--- config.mk ---
export PLATFORM = sky130hd
export DESIGN_NAME = gtxe2_chnl_rate_ctrl
export DESIGN_NICKNAME = d
export VERILOG_FILES = /design/src/rtl/gtxe2_chnl_rate_ctrl.sv
export SDC_FILE = /design/constraint.sdc
export NUM_CORES = 1
export LEC_CHECK = 0
export BUFFER_PORTS_ARGS = -buffer_cell sky130_fd_sc_hd__buf_2
export CORE_MARGIN = 4
export CORE_UTILIZATION = 30
export DETAILED_ROUTE_END_ITERATION = 12
export PLACE_DENSITY = 0.53
export SETUP_SLACK_MARGIN = 0.5
export SKIP_CTS_REPAIR_TIMING = 1
export SYNTH_ARGS = -nofsm -noshare
export SYNTH_HDL_FRONTEND = slang
export SYNTH_SLANG_ARGS = --single-unit
--- constraint.sdc ---
create_clock -name clk -period 4.97 [get_ports clk]
set_input_delay 0.7455 -clock clk [delete_from_list [all_inputs] [get_ports clk]]
set_output_delay 0.7455 -clock clk [all_outputs]
set_load 0.005 [all_outputs]
--- src/rtl/gtxe2_chnl_rate_ctrl.sv ---
// Run-time line-rate change sequencer for one direction of the GTXE2 channel clocking model.
// Debounces the requested rate, gates the dividers while switching, then waits for PLL lock.
module gtxe2_chnl_rate_ctrl #(
    parameter int unsigned SETTLE_CYC   = 4,
    parameter int unsigned GATE_CYC     = 8,
    parameter int unsigned LOCK_TIMEOUT = 1024,
    parameter int unsigned CNT_W        = 16
) (
    input  logic       clk,
    input  logic       rst_n,
    input  logic [2:0] rate_in,
    input  logic       pll_locked,
    output logic [2:0] rate_out,
    output logic       div_reset,
    output logic       busy,
    output logic       rate_done,
    output logic       rate_err
);

    localparam int unsigned RATE_W = 3;

    typedef enum logic [2:0] {
        S_IDLE,
        S_SETTLE,
        S_GATE,
        S_WAIT_LOCK,
        S_DONE
    } state_e;

    state_e             state_q, state_d;
    logic [RATE_W-1:0]  target_q, target_d;
    logic [RATE_W-1:0]  rate_out_q, rate_out_d;
    logic [CNT_W-1:0]   cnt_q, cnt_d;
    logic               lock_seen_q, lock_seen_d;
    logic               div_reset_q, div_reset_d;
    logic               busy_q, busy_d;
    logic               rate_done_q, rate_done_d;
    logic               rate_err_q, rate_err_d;
    logic [RATE_W-1:0]  rate_norm;

    // Reserved codes 110/111 behave exactly like 000.
    assign rate_norm = (rate_in >= RATE_W'(6)) ? '0 : rate_in;

    always_ff @(posedge clk or negedge rst_n) begin
        if (!rst_n) begin
            state_q     <= S_IDLE;
            target_q    <= '0;
            rate_out_q  <= '0;
            cnt_q       <= '0;
            lock_seen_q <= 1'b0;
            div_reset_q <= 1'b0;
            busy_q      <= 1'b0;
            rate_done_q <= 1'b0;
            rate_err_q  <= 1'b0;
        end else begin
            state_q     <= state_d;
            target_q    <= target_d;
            rate_out_q  <= rate_out_d;
            cnt_q       <= cnt_d;
            lock_seen_q <= lock_seen_d;
            div_reset_q <= div_reset_d;
            busy_q      <= busy_d;
            rate_done_q <= rate_done_d;
            rate_err_q  <= rate_err_d;
        end
    end

    always_comb begin
        state_d     = state_q;
        target_d    = target_q;
        rate_out_d  = rate_out_q;
        cnt_d       = cnt_q;
        lock_seen_d = 1'b0;
        rate_err_d  = rate_err_q;

        case (state_q)
            S_IDLE: begin
                if (rate_norm != rate_out_q) begin
                    target_d = rate_norm;
                    cnt_d    = '0;
                    state_d  = S_SETTLE;
                end
            end
            S_SETTLE: begin
                if (rate_norm != target_q) begin
                    target_d = rate_norm;
                    cnt_d    = '0;
                end else if (cnt_q == CNT_W'(SETTLE_CYC - 1)) begin
                    cnt_d = '0;
                    // A request that settles back onto the applied code is dropped silently.
                    if (target_q == rate_out_q) begin
                        state_d = S_IDLE;
                    end else begin
                        rate_out_d = target_q;
                        state_d    = S_GATE;
                    end
                end else begin
                    cnt_d = cnt_q + CNT_W'(1);
                end
            end
            S_GATE: begin
                if (cnt_q == CNT_W'(GATE_CYC - 1)) begin
                    cnt_d   = '0;
                    state_d = S_WAIT_LOCK;
                end else begin
                    cnt_d = cnt_q + CNT_W'(1);
                end
            end
            S_WAIT_LOCK: begin
                if (pll_locked && lock_seen_q) begin
                    cnt_d   = '0;
                    state_d = S_DONE;
                end else if (cnt_q == CNT_W'(LOCK_TIMEOUT - 1)) begin
                    cnt_d      = '0;
                    rate_err_d = 1'b1;
                    state_d    = S_DONE;
                end else begin
                    cnt_d       = cnt_q + CNT_W'(1);
                    lock_seen_d = pll_locked;
                end
            end
            S_DONE: begin
                state_d = S_IDLE;
            end
            default: begin
                state_d = S_IDLE;
            end
        endcase

        div_reset_d = (state_d == S_GATE);
        busy_d      = (state_d != S_IDLE);
        rate_done_d = (state_d == S_DONE);
    end

    assign rate_out  = rate_out_q;
    assign div_reset = div_reset_q;
    assign busy      = busy_q;
    assign rate_done = rate_done_q;
    assign rate_err  = rate_err_q;

endmodule

After elaboration in Yosys (flattened, before gate mapping)
Cells that the tools add are included.

word-level totals
  register bits = 30
  bits of input ports = 6
  output and inout port bits = 7
  logic and storage cells = 58

operators by class
  $add $sub $neg = 1
  magnitude comparators = 1
  equal/unequal tests = 13
  muxes and demuxes = 22
  bitwise logic cells = 3
  reduce and logical (&&, ||, !) cells = 9

operators with widths
  operator                                                                  count
  16-bit 2-to-1 mux                                                         6
  16-bit case mux with 4 select lines                                       1
  3-bit 2-to-1 mux                                                          9
  16-bit by 1-bit adder with 16-bit output (second input constant)          1
  16-bit by 10-bit equality test with 1-bit output (second input constant)  1
  16-bit by 2-bit equality test with 1-bit output (second input constant)   1
  16-bit by 3-bit equality test with 1-bit output (second input constant)   1
  3-bit case mux with 4 select lines                                        1
  3-bit by 2-bit equality test with 1-bit output (second input constant)    3
  3-bit != test                                                             2
  3-bit case mux with 2 select lines                                        1
  3-bit AND reduction                                                       2
  2-bit != test (second input constant)                                     2
  4-bit AND reduction                                                       1
  4-bit nonzero test                                                        1
  3-bit by 1-bit equality test with 1-bit output (second input constant)    1
  3-bit equality test                                                       1
  3-bit equality test (second input constant)                               1
  3-bit greater-or-equal comparator (second input constant)                 1
  3-bit logical NOT                                                         1
  1-bit 2-to-1 mux                                                          3
  1-bit inverter                                                            3
  3-bit nonzero test                                                        1
  2-bit 2-to-1 mux                                                          1
  3 further kinds                                                           3

Longest topological paths before layout
Gate-level depths: netlist (run 1).

  depth in word-level cells = 6
  gate-level depth with buffers = 8
  depth with buffers taken out = 7

Worst setup path before layout (run 1)
No wires, ideal clock.

  kind = reg-to-reg
  start point = register cnt_q[10]
  end point = register busy_q (netlist: busy)
  library setup time = 0.126 ns
  data arrival time = 2.293 ns
  data required time = 4.844 ns
  path slack = 2.551 ns
  stages on the path, launching flop included = 7
  path through = dfrtp_1 -> or4_4 -> or3_1 -> or3_4 -> a31o_1 -> a221o_1 -> nand3b_4

on the way
  word-level cells in the longest chain between the ends = 5
  elaborated cells between the ends (all ways) = 10
  those cells by class = eq/ne (3); mux (6); reduce/logical (1)

ends and longest elaborated chain
  element                                                                                                              line     source
  from (decl)                                                                                                          33       logic [CNT_W-1:0] cnt_q, cnt_d;
  from (signal assigned)                                                                                               59       cnt_q <= cnt_d;
  16-bit by 10-bit equality test with 1-bit output or 16-bit by 2-bit equality test with 1-bit output (tied branches)  113, 88
  3-bit 2-to-1 mux (on tied branches)                                                                                  113, 88
  3-bit 2-to-1 mux (on tied branches)                                                                                  110, 85
  3-bit case mux with 4 select lines (*)                                                                               76       case (state_q)
  via state_d[0]                                                                                                       30       state_e state_q, state_d;
  3-bit nonzero test (*)                                                                                               131      busy_d = (state_d != S_IDLE);
  via busy_d                                                                                                           36       logic busy_q, busy_d;
  to (signal assigned)                                                                                                 62       busy_q <= busy_d;
  to (decl)                                                                                                            36

The timed path passes the listed nets; every way through them passes the cells marked *.
A chain may end at the register's enable or synchronous reset.

Final worst setup path (run 1)
  start point = register cnt_q[10]
  end point = register cnt_q[8]

on the way
  word-level cells in the longest chain between the ends = 4
  elaborated cells between the ends (all ways) = 9
  those cells by class = eq/ne (3); mux (6)

ends and longest elaborated chain
  element                                                                                                              line
  16-bit by 10-bit equality test with 1-bit output or 16-bit by 2-bit equality test with 1-bit output (tied branches)  113, 88
  16-bit 2-to-1 mux (on tied branches)                                                                                 113, 88
  16-bit 2-to-1 mux (on tied branches)                                                                                 110, 85
  16-bit case mux with 4 select lines (*)                                                                              76

Every way passes the cells marked *; elsewhere a longest branch is shown, timed or not.

==> flow_metrics.env, run 1 <==
export IMPL_num_rows=27
export IMPL_critical_path_slowest_cell="sky130_fd_sc_hd__a211oi_2"
export IMPL_layout_drive_gt1_share_pct=16.4
export IMPL_layout_cells_most_common_list="sky130_fd_sc_hd__dfrtp_1 (30), sky130_fd_sc_hd__nand2_1 (22), sky130_fd_sc_hd__o21ai_0 (14), sky130_fd_sc_hd__nor2_1 (12), sky130_fd_sc_hd__buf_2 (12)"
export IMPL_distinct_cell_type_count_of_the_synthesized_netlist=51
export IMPL_postLayoutCellArea_um2=1920
export IMPL_finalNetCount=201
export IMPL_static_leakage_power_nw=0.876
export IMPL_postPlaceCellArea_um2=1830
export IMPL_syn_nets=185
export IMPL_finalCritPeriodShare_pct=63.4
export IMPL_core_area_um2=5470
export IMPL_start_kind="flop"
export IMPL_clkTransAtPathRegs_ns=0.06
export IMPL_crit_required_ns=5.13
export IMPL_num_fill_cells=578
export IMPL_layout_commonest_cell="sky130_fd_sc_hd__dfrtp_1"
export IMPL_place_inst=259
export IMPL_first_global_vias=1321
export IMPL_drv_slew=0
export IMPL_hold_slack_ns=0.464
export IMPL_detail_route_wl_per_cell_um=13.4
export IMPL_route_detailed_drc=0
export IMPL_crit_chain="or4_4 -> or3_1 -> or3_4 -> a211oi_2 -> and2_2 -> o21ai_0"
export IMPL_total_power_consumption_of_the_routed_design_mw=0.711
export IMPL_timing_max_cap_violations=0
export IMPL_worst_r2r_startpoint="cnt_q[10]"
export IMPL_synth_sequential_area_ratio_pct=44.4
export IMPL_drtPass1Iterations=4
export IMPL_min_from="rate_err"
export IMPL_design_die_area_um2=6900
export IMPL_setup_violations_final=0
export IMPL_endpoint_worst_hold="rate_err"
export IMPL_dp_worst_setup_slack_ns=1.78
export IMPL_synth_area_top_cells="sky130_fd_sc_hd__dfrtp_1 (44%), sky130_fd_sc_hd__nand2_1 (4.9%), sky130_fd_sc_hd__o21ai_0 (4.1%)"
export IMPL_power_density_nw_per_um2=371
export IMPL_drt_wl_total_um=3590
export IMPL_critical_path_class="flop to flop"
export IMPL_pin_count=13
export IMPL_post_route_util_pct=35.0
export IMPL_h_tree_depth=2
export IMPL_avg_cell_area_syn_um2=9.50
export IMPL_critical_path_endpoint_type="flop"
export IMPL_worstSkewPairLatency_ns=0.28
export IMPL_worst_pin_slew_ns=1.11
export IMPL_share_of_synthesized_flip_flops_with_an_asynchronous_set_or_reset_pct=100
export IMPL_post_route_worst_setup_slack_ns=1.82
export IMPL_worst_path_max_fanout=20
export IMPL_detail_route_vias_per_cell=5.07
export IMPL_numClockSinks=30
export IMPL_rsz0062_at_grt="no"
export IMPL_ys_seq_elements=30
export IMPL_synth_top_cell_by_area="sky130_fd_sc_hd__dfrtp_1"
export IMPL_fin_skew_ns=0.00534
export IMPL_r2r_setup_slack_ns=1.82
export IMPL_max_clock_path_buffers=2
export IMPL_cts_tree="built"
export IMPL_grt_max_degree=31
export IMPL_postSynthCellCount=178
export IMPL_worst_case_reg_to_reg_path_depth=6
export IMPL_slowest_delay_ns=0.90
export IMPL_timing_fmax_mhz=317
export IMPL_synth_area_um2=1690
export IMPL_timing_rr_end="cnt_q[8]"
export IMPL_grt_overflow_total=0
export IMPL_cts_root_buffer_cell="sky130_fd_sc_hd__clkbuf_8"
export IMPL_post_layout_nonfiller_instances=267
export IMPL_initial_utilization_pct=30.9
export IMPL_area_growth_pct=13.3
export IMPL_floorplan_die_width_um=83.1
export IMPL_min_path_cells=1
export IMPL_post_synth_top_area_fraction_pct=44.4
export IMPL_synth_edf_count=0
export IMPL_timing_hold_violations_final=0
export IMPL_result_of_the_run="finished clean"
export IMPL_cts_inserted_buffers=5
export IMPL_regArea_um2=751
export IMPL_worstPathArrival_ns=3.32
export IMPL_synthesis_yosys_warnings=0
export IMPL_vias=1354
export IMPL_synth_flop_cell="sky130_fd_sc_hd__dfrtp_1"
export IMPL_ant_nets=0
export IMPL_final_setup_tns_ns=0
export IMPL_dpl_hpwl_um=2610
export IMPL_grtUsageTotal_pct=11.5
export IMPL_slew_headroom_pct=25.8
export IMPL_worst_hold_path_type="flop to flop"
export IMPL_first_iter_violations=68
export IMPL_gp_congestion=0.734
export IMPL_multi_input_comb_area_um2=906
export IMPL_grt_first_pass_wirelength_um=6520
export IMPL_io_buffers=12
export IMPL_num_antenna_cells=0
export IMPL_finalWorstPathRequiredPeriod_ns=3.15
export IMPL_chipHeight_um=83.1
export IMPL_grt_antenna_before_repair=0
export IMPL_power_ir_vdd_worst_mv=0.113
[cell families (layout without fill, tap and decap cells)]
| group | count (synthesis) | in the layout | share of synthesized area (%) |
|---|---|---|---|
| simple gates | 89 | 89 | 30.6 |
| compound gates | 34 | 34 | 13.2 |
| flops | 30 | 30 | 44.4 |
| xor+xnor | 10 | 10 | 5.18 |
| buf+inv | 8 | 25 | 2.07 |
| mux | 6 | 6 | 3.85 |
| fa+ha+maj | 1 | 1 | 0.740 |
[area by class of cell]
class                   instances  share of cell area, %
repair buffers                 12                   3.13
flip-flops and latches         30                   39.2
inverters                       5                  0.979
clock buffers                   7                   4.50
multi-input cells             140                   47.3
clock inverters                 1                  0.261
well taps                      72                   4.70
[synth_stat cells, drive strengths merged (2+ instances only)]
cell type and instances:
a21o 4, a31o 2, a31oi 2, and2 6, and3 2, and4 3, buf 2, dfrtp 30
inv 5, mux2 4, mux2i 2, nand2 22, nand3 8, nand3b 2, nand4 3, nor2 12
nor2b 3, nor3 9, nor4 3, nor4b 2, o21ai 17, or3 5, or4 2, or4bb 2
xnor2 6, xor2 4
[metal layers]
| metal | track usage [%] | vias to the layer above | wire length [um] |
|---|---|---|---|
| met5 | 0 | - | 0 |
| met1 | 14.8 | 646 | 1690 |
| met3 | 3.67 | 5 | 135 |
| met4 | 3.57 | 0 | 43 |
| li1 | - | 685 | - |
| met2 | 18.2 | 18 | 1720 |
[worst max path at each step]
| stage | start | to | slack (ns) | cells after the start |
|---|---|---|---|---|
| 3_5_place_dp | cnt_q[10] | cnt_q[8] | 1.78 | 6 |
| 3_3_place_gp | cnt_q[10] | cnt_q[8] | 1.81 | 6 |
| 6_report | cnt_q[10] | cnt_q[8] | 1.82 | 6 |
| 2_1_floorplan | cnt_q[10] | busy | 2.55 | 6 |
| 4_1_cts | cnt_q[10] | cnt_q[8] | 1.79 | 6 |
| 5_1_grt | cnt_q[0] | cnt_q[7] | 1.57 | 7 |
[flip-flops by register name (all words and copies together) (netlist names)]
register     cells
cnt_q           16
rate_out         3
state_q          3
target_q         3
busy             1
div_reset        1
lock_seen_q      1
rate_done        1
rate_err         1
[worst max-delay path: cells and delay by family (launching register included)]
kind	cells	cell delay (ns)
and+or+nand+nor	4	1.63
AOI/OAI and AO/OA	2	1.00
DFF	1	0.41
[where the power goes]
group | internal, mW | total [mW] | leakage, nW | switching, mW
combinational | 0.0891 | 0.207 | 0.422 | 0.118
clock | 0.111 | 0.200 | 0.0482 | 0.0881
sequential | 0.270 | 0.304 | 0.406 | 0.0340
No activity file was read; power rests on OpenSTA's default activity.
==> run 2: changes to the inputs <==
Settings changed: ABC_AREA set to 1, PLACE_DENSITY 0.53 to 0.52.
Clock period 4.97 ns to 3 ns, I/O delays scaled along.
==> run 2 against run 1 <==
  * Combinational power grew to 2.9 times the previous value
  * Global-route usage grew 2.3 points
  * Register-to-register slack worse by 0.58 ns
  * Routed wire length rose by 60%
  * Hold slack worse by 0.25 ns
  * Setup slack got worse by 0.58 ns
  * Sequential share of layout area shrank 9.0 points
  * Count of clock-buffer cells in the layout decreased by 1
  * Die area up 29%
==> flow_metrics.env, run 2 <==
export IMPL_critical_path_endpoint_type="flop"
export IMPL_gp_congestion=0.846
export IMPL_slowest_delay_ns=0.44
export IMPL_first_global_vias=2090
export IMPL_worst_path_max_fanout=6
export IMPL_num_antenna_cells=0
export IMPL_drt_wl_total_um=5750
export IMPL_worst_r2r_startpoint="cnt_q[0]"
export IMPL_timing_hold_violations_final=0
export IMPL_critical_path_class="flop to flop"
export IMPL_grt_met2_usage_pct=22.5
export IMPL_synth_edf_count=0
export IMPL_postSynthCellCount=329
export IMPL_ys_top_cells_by_count="sky130_fd_sc_hd__nand2_1 (100), sky130_fd_sc_hd__inv_1 (42), sky130_fd_sc_hd__nand3_1 (38)"
export IMPL_drtPass1Iterations=4
export IMPL_finalCritPeriodShare_pct=58.7
export IMPL_cts_tree="built"
export IMPL_grtUsageTotal_pct=13.7
export IMPL_detail_route_vias_per_cell=4.86
export IMPL_power_ir_vdd_worst_mv=0.479
export IMPL_cp_top_family="simple AND/OR/NAND/NOR gates"
export IMPL_ant_nets=0
export IMPL_drv_slew=0
export IMPL_worst_hold_path_type="primary input to asynchronous set/reset pin"
export IMPL_crit_required_ns=3.15
export IMPL_synth_area_um2=2240
export IMPL_core_area_um2=7250
export IMPL_globalRouteMet1Util_pct=18.3
export IMPL_rsz0062_at_grt="no"
export IMPL_crit_chain="ha_1 -> nand2_2 -> nor2_2 -> nand2_1 -> nor2_2 -> inv_1 -> nand4_1 -> nand4_1"
export IMPL_num_fill_cells=802
export IMPL_pin_count=13
export IMPL_layout_drive_gt1_share_pct=15.1
export IMPL_post_route_util_pct=34.4
export IMPL_setup_violations_final=0
export IMPL_synth_area_top_cells="sky130_fd_sc_hd__dfrtp_1 (34%), sky130_fd_sc_hd__nand2_1 (17%), sky130_fd_sc_hd__nand3_1 (8.5%)"
export IMPL_synth_top_cell_by_area="sky130_fd_sc_hd__dfrtp_1"
export IMPL_num_rows=31
export IMPL_largest_register_ffs=16
export IMPL_h_tree_depth=2
export IMPL_grt_max_degree=31
export IMPL_finalNetCount=350
export IMPL_power_density_nw_per_um2=596
export IMPL_layout_commonest_cell="sky130_fd_sc_hd__nand2_1"
export IMPL_multi_input_comb_area_um2=1270
export IMPL_r2r_setup_slack_ns=1.24
export IMPL_grt_most_used_layer="met2"
export IMPL_design_die_area_um2=8910
export IMPL_cts_inserted_buffers=5
export IMPL_numClockSinks=30
export IMPL_synth_flop_cell="sky130_fd_sc_hd__dfrtp_1"
export IMPL_fin_skew_ns=0.00788
export IMPL_crit_buf_inv=1
export IMPL_floorplan_die_width_um=94.4
export IMPL_synthesis_yosys_warnings=0
export IMPL_timing_fmax_mhz=568
export IMPL_worstPathArrival_ns=1.92
export IMPL_worst_pin_slew_ns=0.714
export IMPL_syn_nets=336
export IMPL_largest_register="cnt_q"
export IMPL_dpl_hpwl_um=4250
export IMPL_layout_cells_most_common_list="sky130_fd_sc_hd__nand2_1 (100), sky130_fd_sc_hd__inv_1 (42), sky130_fd_sc_hd__nand3_1 (38), sky130_fd_sc_hd__dfrtp_1 (30), sky130_fd_sc_hd__nor2_1 (29)"
export IMPL_critical_path_slowest_cell="sky130_fd_sc_hd__dfrtp_1"
export IMPL_max_clock_path_buffers=2
export IMPL_clkTransAtPathRegs_ns=0.07
export IMPL_synth_sequential_area_ratio_pct=33.5
export IMPL_route_detailed_drc=0
export IMPL_first_iter_violations=134
export IMPL_timing_rr_end="cnt_q[0]"
export IMPL_area_growth_pct=11.3
export IMPL_chipHeight_um=94.4
export IMPL_timing_max_cap_violations=0
export IMPL_worstSkewPairLatency_ns=0.29
export IMPL_worst_case_reg_to_reg_path_depth=8
export IMPL_start_kind="flop"
export IMPL_slew_headroom_pct=52.4
export IMPL_io_buffers=12
export IMPL_post_synth_top_area_fraction_pct=33.5
export IMPL_met3_usage_pct=2.79
export IMPL_synth_most_common_cell="sky130_fd_sc_hd__nand2_1"
export IMPL_grt_antenna_before_repair=0
export IMPL_finalWorstPathRequiredPeriod_ns=1.76
export IMPL_grt_first_pass_wirelength_um=9790
export IMPL_vias=2151
export IMPL_grt_overflow_total=0
export IMPL_share_of_synthesized_flip_flops_with_an_asynchronous_set_or_reset_pct=100
export IMPL_result_of_the_run="finished clean"
export IMPL_regArea_um2=751
export IMPL_avg_cell_area_syn_um2=6.80
export IMPL_cts_root_buffer_cell="sky130_fd_sc_hd__clkbuf_8"
export IMPL_static_leakage_power_nw=1.31
export IMPL_distinct_cell_type_count_of_the_synthesized_netlist=30
export IMPL_detail_route_wl_per_cell_um=13.0
export IMPL_initial_utilization_pct=30.9
export IMPL_ys_seq_elements=30
export IMPL_final_setup_tns_ns=0
==> run 2: cell count changes after synthesis, sizes merged, moves of 8 or more <==
| cell | delta |
|---|---|
| inv | +43 |
| nand2 | +86 |
| nand3 | +32 |
| nand4 | +24 |
| nor2 | +27 |
| nor3 | -8 |
| o21ai | -11 |
==> run 2: worst max-delay path by stage <==
stage / start / endpoint / slack [ns] / cells after the start
floorplan: cnt_q[0] / busy / 1.50 / 9
global placement: pll_locked / div_reset / 1.16 / 8
detailed placement: pll_locked / div_reset / 1.14 / 8
CTS: cnt_q[0] / busy / 1.23 / 9
global route: cnt_q[0] / cnt_q[5] / 1.05 / 8
finish: cnt_q[0] / cnt_q[0] / 1.24 / 8
==> run 2: power by group <==
| part | internal (mW) | leakage, nW | switching (mW) |
|---|---|---|---|
| clock network | 0.184 | 0.0472 | 0.173 |
| registers | 0.466 | 0.397 | 0.0671 |
| logic | 0.186 | 0.871 | 0.409 |
==> run 2: layout make-up <==
| cell class | count | area share (%) |
|---|---|---|
| well taps | 99 | 4.97 |
| flip-flops and latches | 30 | 30.1 |
| repair buffers | 14 | 3.01 |
| clock inverters | 2 | 0.502 |
| multi-input cells | 244 | 50.9 |
| inverters | 48 | 7.23 |
| clock buffers | 6 | 3.31 |
==> run 2: logic make-up (layout without fill, tap and decap cells) <==
group / after synthesis / count (layout) / share of synthesized area (%)
simple gates: 219 / 219 / 47.2
fa+ha+maj: 1 / 1 / 0.559
buf+inv: 55 / 70 / 9.84
compound gates: 16 / 16 / 5.42
flops: 30 / 30 / 33.5
xor+xnor: 8 / 8 / 3.47
==> run 2: per-stage QoR <==
step	instance area, um^2	worst slack (ns)	hold WS [ns]	std cells	power [mW]
after floorplan	2240	1.50	0.154	329	0.972
after global placement	2400	1.16	0.446	435	1.13
after detailed placement	2400	1.14	0.460	435	1.14
after CTS	2490	1.23	0.249	443	1.50
after global routing	2490	1.05	0.273	443	1.60
final	2490	1.24	0.210	443	1.49
==> run 2: layer usage <==
layer  routed length (um)  vias up
met5                    0        -
met4                   82        0
met3                  263       10
met2                 2630       50
met1                 2770      998
li1                     -     1093
==> run 2: worst register-to-register path, delay by kind of cell (launching register included) <==
kind          cells  cell delay [ns]
flops             1             0.44
buf+inv           1             0.13
simple gates      6             0.83
fa+ha+maj         1             0.23
